File: config.mk
export PLATFORM = sky130hd
export DESIGN_NAME = temp_reg
export DESIGN_NICKNAME = d
export VERILOG_FILES = /design/src/rtl/temp_reg_pkg.sv /design/src/rtl/temp_reg.sv
export SDC_FILE = /design/constraint.sdc
export NUM_CORES = 1
export LEC_CHECK = 0
export CAP_MARGIN = 20
export CORE_MARGIN = 2
export CORE_UTILIZATION = 40
export CTS_BUF_LIST = sky130_fd_sc_hd__clkbuf_8
export CTS_CLUSTER_SIZE = 24
export DETAILED_ROUTE_END_ITERATION = 12
export GPL_ROUTABILITY_DRIVEN = 0
export GPL_TIMING_DRIVEN = 0
export PLACE_DENSITY = 0.79
export SYNTH_ARGS = -nofsm -noshare
export SYNTH_HDL_FRONTEND = slang
export SYNTH_SLANG_ARGS = --single-unit
File: constraint.sdc
create_clock -name clk -period 1.15 [get_ports clk]
set_input_delay 0.2875 -clock clk [delete_from_list [all_inputs] [get_ports clk]]
set_output_delay 0.2875 -clock clk [all_outputs]
set_load 0.02 [all_outputs]
File: src/rtl/temp_reg_pkg.sv
// temp_reg shared types and constants.
// Default data width, word type and reset value for the holding register.
package temp_reg_pkg;

  localparam int WIDTH = 16;

  typedef logic [WIDTH-1:0] word_t;

  localparam word_t RESET_VAL = '0;

endpackage

File: src/rtl/temp_reg.sv
// temp_reg: single-word holding register for the microcode datapath.
// Optional macro TEMP_REG_ASSERT_EN compiles in behavioural assertions.
module temp_reg #(
  parameter int WIDTH = temp_reg_pkg::WIDTH
) (
  input  logic             clk,
  input  logic             reset,
  input  logic [WIDTH-1:0] wr_val,
  input  logic             wr_en,
  output logic [WIDTH-1:0] val
);

  import temp_reg_pkg::*;

  // Capture wr_val on enabled edges; async reset clears the word.
  always_ff @(posedge clk or posedge reset) begin
    if (reset)
      val <= WIDTH'(RESET_VAL);
    else if (wr_en)
      val <= wr_val;
  end

`ifdef TEMP_REG_ASSERT_EN
  // A reset pulse landing between two edges voids the write/hold
  // expectation for the edge that follows it.
  logic rst_seen;

  // Remember any reset activity since the previous clock edge.
  always_ff @(posedge clk or posedge reset) begin
    if (reset)
      rst_seen <= 1'b1;
    else
      rst_seen <= 1'b0;
  end

  a_reset_zero: assert property (
    @(negedge clk) reset |-> (val == WIDTH'(RESET_VAL))
  ) else $error("%m: val not zero during reset");

  a_write: assert property (
    @(posedge clk) disable iff (reset)
    wr_en |=> (rst_seen || val == $past(wr_val))
  ) else $error("%m: val does not match written value");

  a_hold: assert property (
    @(posedge clk) disable iff (reset)
    !wr_en |=> (rst_seen || val == $past(val))
  ) else $error("%m: val changed without write enable");

  a_wr_en_known: assert property (
    @(posedge clk) !reset |-> !$isunknown(wr_en)
  ) else $error("%m: wr_en is X/Z out of reset");
`endif

endmodule

==> summary.md, run 1 <==
| Metric | Value |
|---|---|
| Finished Core Util | around 64% |
| Max Slew Vio Count | 0 |
| DR DRC count | 0 |
| Worst r2r path cells | 1 |
| Largest registers | val x16 |
| Vias/cell | approximately 4.5 |
| Hold/Removal Path Class | in2reg |
| Vias in the first global route | 460 |
| Total number of vias | 400 |
| Worst-path clk slew | 60 ps |
| Filler cells | 124 |
| Fin worst setup slack | around 75 ps |
| Setup Fix Bufs, Post-CTS | 0 |
| Yosys warnings | 0 |
| Max Buffers Root-to-Sink | 2 |
| Cell Count, Final, Fillers Out | a little under 90 |
| WP depth | 1 |
| Tcrit/Tclk final | 93.5% |
| Slew margin rel. | slightly above 60% |
| Max reg flops | 16 |
| Total power | 1.44 mW |
| DIE HEIGHT | between 40 and 50 um |
| Fmax | around 930 MHz |
| Most frequent cells in the layout | 17 x clkdlybuf4s50_1, 16 x buf_2, 16 x dfrtp_1, 10 x mux2_4, 6 x mux2_2 |
| GR Overflow Total | 0 |
| Antenna Cells | 0 |
| FP Rows | 14 |
| WHS | ~340 ps |
| WP buf/inv | 1 |
| Dpl cells | between 80 and 90 |
| Hold endpoint | val[3] |
| Routed wire per std cell | around 16 um |
| WL final | around 1400 um |
| Library cells used by synthesis | 6 |
| Placed Area | about 1000 sq um |
| Leakage | about 0.47 nW |
| Crit. End Element | output port |
| MaxCap Viol Count | 0 |
| CTS root buffer | clkbuf_8 |
| Mean Syn Cell Area | between 15 and 20 sq um |
| Hold_sp | wr_en |
| HPWL Detailed | approximately 1000 um |
| I/O pin cnt | 35 |
| Hold-critical path depth | 2 |
| Net Count, Synth | 54 |
| Buffers on Ports | 33 |
| Hold Fails Final Rpt | 0 |
| Layout Nets | 92 |
| RSZ-0062 raised after global routing | false |
| Ratio of cells with drive above 1 in the final layout | 52.8% |
| # H-tree levels | 1 |
| CTS sink count | 16 |
| CP top delay family | flip-flops |
| Core area | ~1500 sq um |
| Mapped Area | between 600 and 700 sq um |
| All-Layer GR Usage | between 10% and 20% |
| Status | completed |
| Endpoints failing setup | 0 |
| Startpoint types | flip-flop |
| Clock Latency Late Sink | around 240 ps |
| WP data arrival | around 790 ps |
| WS Path Type | reg2out |
| Sequential-to-total area share from yosys stat | 61.3% |
| Layout area overhead | 49.8% |
| Slew @ Worst Pin | 592 ps |
| Post-Synthesis Cells | 35 |
| Post-route clock skew | 0 ps |
| Post_cts resized | 64 |
| Initial Util | a little over two fifths |
| Worst path slowest cell | dfrtp_1 |
| CTS tree | done |
| PD cells | 1470 nW/um^2 |
| Clock buffer count from CTS | 3 |
| First-pass GRT wire length | between 2000 and 2500 um |
| Biggest register | val |
| Worst slack at placement | -95.0 ps |
| Worst reg2reg path startpoint | val[9] |
| Max FO, Critical Path | 2 |
| Number of routed nets with antenna violations | 0 |
| Iter 0 DRT Violations | 1 |
| FF+latch count, synth | 16 |
| Setup TNS | 0 ps |
| Largest net degree at the start of global routing | 17 |
| CP Cell Sequence | buf_2 |
| Area of the multi-input gates | 218 sq um |
| Reg2reg end | val[9] |
| WP data required | about 860 ps |
| Die ar. | 1970 sq um |
| Storage cell area | roughly 400 sq um |
| Worst VDD drop | 1220 uV |
| First-pass DRT Iterations | 2 |
| Design area | about 1000 sq um |
| Commonest non-fill, non-tap cell in the layout | clkdlybuf4s50_1 |
| Antenna violations before repair | 0 |
| Crit path time final | 1070 ps |
| R2R Setup Slk | roughly 380 ps |
| Die W | between 40 and 50 um |
| Crit path largest cell delay | 380 ps |
| Post-CTS Hold Buffers | 0 |
worst max-delay path by stage:
stage | startpoint | slack, ps | to
floorplan | wr_en | 200 | val[10]
global placement | val[0] | -70 | val[0]
detailed placement | val[13] | -90 | val[13]
CTS | val[9] | 70 | val[9]
global route | val[2] | 40 | val[2]
finish | val[6] | 80 | val[6]
per-layer routing:
| layer | wire length [um] | global-route usage [%] | up-vias |
|---|---|---|---|
| met1 | 595 | 20.2 | 194 |
| li1 | - | - | 194 |
| met4 | 0 | 5.45 | 0 |
| met2 | 728 | 27.9 | 12 |
| met3 | 46 | 1.22 | 0 |
| met5 | 0 | 0 | - |
final cells by class:
class                   instances  area share [%]
plain buffers                   2            3.20
flip-flops and latches         16            40.9
well taps                      16            2.05
inverters                       1           0.384
multi-input cells              16            22.3
clock buffers                   4            5.63
repair buffers                 33            25.6
cells in the mapped netlist:
cell type	count	share of area, %
dfrtp_1	16	61
mux2_4	10	23
mux2_2	6	10
buf_12	1	3.1
buf_6	1	1.7
inv_1	1	0.57
power by group:
| group | internal (mW) | switching, mW |
|---|---|---|
| logic | 0.169 | 0.146 |
| clock network | 0.303 | 0.179 |
| registers | 0.620 | 0.0260 |
cells by family after synthesis:
| logic type | after synthesis | synth area share, % |
|---|---|---|
| multiplexers | 16 | 33.3 |
| flip-flops | 16 | 61.3 |
| buffers and inverters | 3 | 5.36 |
Note: power is estimated with default switching activity, not from simulation.
==> inputs of run 2 (changes only) <==
--- a/config.mk
+++ b/config.mk
@@ -13,7 +13,7 @@
 export DETAILED_ROUTE_END_ITERATION = 12
 export GPL_ROUTABILITY_DRIVEN = 0
 export GPL_TIMING_DRIVEN = 0
-export PLACE_DENSITY = 0.79
+export PLACE_DENSITY = 0.88
 export SYNTH_ARGS = -nofsm -noshare
 export SYNTH_HDL_FRONTEND = slang
 export SYNTH_SLANG_ARGS = --single-unit
==> run 2 against run 1 <==
Against the previous run: largest cell class unchanged; total power fell by 6.0%; combinational power fell by 2%; critical path depth did not move; first-iteration DRC count rose to 4.0 times the previous value; via count rose by 5.0%; clock power fell by 17%.
==> summary.md, run 2 (synthesis gave the netlist of run 1 again) <==
| Metric | Value |
|---|---|
| Crit path time final | 1070 ps (-1.24 ps) |
| Clock Latency Late Sink | 240 ps (about the same) |
| Worst slack at placement | -94.3 ps (+0.677 ps) |
| Post-CTS Hold Buffers | 0 (unchanged) |
| Buffers on Ports | 33 (unchanged) |
| All-Layer GR Usage | 16.8% (+1.0 points) |
| Worst path slowest cell | dfrtp_1 |
| CTS root buffer | clkbuf_8 |
| CP Cell Sequence | buf_2 |
| Layout area overhead | 47.7% |
| Psw | 0.336 mW (-4.5%) |
| Post-route clock skew | 0 ps (unchanged) |
| Startpoint types | flip-flop |
| Int Pwr | 1.02 mW (-6.5%) |
| Die W | 44.4 um (unchanged) |
| CTS tree | done |
| Initial Util | 42.9% (unchanged) |
| Antenna Cells | 0 (unchanged) |
| Routed wire per std cell | 14.6 um (-6.0%) |
| First-pass GRT wire length | 2230 um (+1.5%) |
| Fmax | 931 MHz (+0.12%) |
| Vias in the first global route | 491 (+6.7%) |
| Ratio of cells with drive above 1 in the final layout | 52.1% (-0.67 points) |
| Worst-path clk slew | 60 ps (about the same) |
| Clock Power Share | 29.4% (-4.0 points) |
| Most frequent cells in the layout | 17 x clkdlybuf4s50_1, 16 x buf_2, 16 x dfrtp_1, 10 x mux2_4, 6 x mux2_2 |
| Core area | 1520 sq um (unchanged) |
| Endpoints failing setup | 0 (unchanged) |
| Sequential share of power | 47.7% (+3.0 points) |
| Clock buffer count from CTS | 3 (unchanged) |
| Max FO, Critical Path | 2 (unchanged) |
| Slew @ Worst Pin | 589 ps (-2.66 ps) |
| Status | completed |
| MaxCap Viol Count | 0 (unchanged) |
| # H-tree levels | 1 (unchanged) |
| Combinational share of power | 22.9% (+1.1 points) |
| Crit. End Element | output port |
| Hold/Removal Path Class | in2reg |
| WP data arrival | 790 ps (about the same) |
| Fin worst setup slack | 76.3 ps (+1.24 ps) |
| DR DRC count | 0 (unchanged) |
| Commonest non-fill, non-tap cell in the layout | clkdlybuf4s50_1 |
| Setup Fix Bufs, Post-CTS | 0 (unchanged) |
| Largest registers | val x16 |
| Biggest register | val |
| First-pass DRT Iterations | 3 (+1) |
| WL final | 1270 um (-7.1%) |
| DIE HEIGHT | 44.4 um (unchanged) |
| Crit path largest cell delay | 380 ps (about the same) |
| Total number of vias | 420 (+5.0%) |
| Slew margin rel. | 60.7% (+0.18 points) |
| Worst VDD drop | 775 uV (-37%) |
| PD cells | 1410 nW/um^2 (-4.7%) |
| Max reg flops | 16 (unchanged) |
| RSZ-0062 raised after global routing | false |
| Iter 0 DRT Violations | 4 (+3) |
| Layout Nets | 92 (unchanged) |
| Design area | 965 sq um (-1.4%) |
| Switching power share of the total | 24.8% (+0.39 points) |
| Tcrit/Tclk final | 93.4% (-0.11 points) |
| Max Slew Vio Count | 0 (unchanged) |
| Vias/cell | 4.83 (+6.2%) |
| WS Path Type | reg2out |
| Die ar. | 1970 sq um (unchanged) |
| WHS | 350 ps (+8.19 ps) |
| Leakage | 0.465 nW (-1.5%) |
| CP top delay family | flip-flops |
| WP buf/inv | 1 (unchanged) |
| Finished Core Util | 63.3% (-0.90 points) |
| Hold Fails Final Rpt | 0 (unchanged) |
| Total power | 1.36 mW (-6.0%) |
| WP data required | 860 ps (about the same) |
| Antenna violations before repair | 0 (unchanged) |
| FP Rows | 14 (unchanged) |
| Placed Area | 1000 sq um (unchanged) |
| Number of routed nets with antenna violations | 0 (unchanged) |
| CTS sink count | 16 (unchanged) |
| GR Overflow Total | 0 (unchanged) |
| Largest net degree at the start of global routing | 17 (unchanged) |
| I/O pin cnt | 35 (unchanged) |
| Max Buffers Root-to-Sink | 2 (unchanged) |
==> run 2: power groups by stage <==
stage	registers, mW	logic (mW)	clock network, mW
3_5_place_dp	0.658	0.370	0
6_report	0.647	0.310	0.399
5_1_grt	0.655	0.330	0.445
3_3_place_gp	0.656	0.362	0
2_1_floorplan	0.729	0.109	0
4_1_cts	0.648	0.315	0.414
==> run 2: metal layers <==
metal / global-route usage, % / routed length, um / share of wire, %
met1: 18.1 / 472 / 37
met2: 29.4 / 693 / 54
met3: 2.45 / 70 / 5.5
met4: 12.7 / 37 / 2.9
met5: 0 / 0 / 0
==> run 2: final cells by class <==
| cell class | count | area (sq um) |
|---|---|---|
| clock buffers | 3 | 41.3 |
| multi-input cells | 16 | 218 |
| fillers | 122 | 559 |
| repair buffers | 33 | 250 |
| inverters | 1 | 3.75 |
| flip-flops and latches | 16 | 400 |
| plain buffers | 2 | 31.3 |
| well taps | 16 | 20.0 |
==> run 2: worst paths after layout <==
path                       endpoint  slack (ps)    start  depth (start not counted)
max                          val[8]          80   val[8]                          1
max reg2reg                 val[15]         390  val[15]                          1
min reg2reg                 val[11]         500  val[11]                          1
min                          val[3]         350    wr_en                          2
max in group asynchronous    val[9]         360    reset                          2
min in group asynchronous   val[15]         410    reset                          2
==> run 2: through the flow <==
stage	cells	setup TNS, ps
after floorplan	35	0
after global placement	84	-987
after detailed placement	84	-1080
after CTS	87	0
after global routing	87	0
final	87	0
==> run 2: timing repair <==
item	4_1_cts	5_1_grt
endpoints found under the setup margin	16	0
hold endpoints to repair	0	0
gates resized for setup	64	0
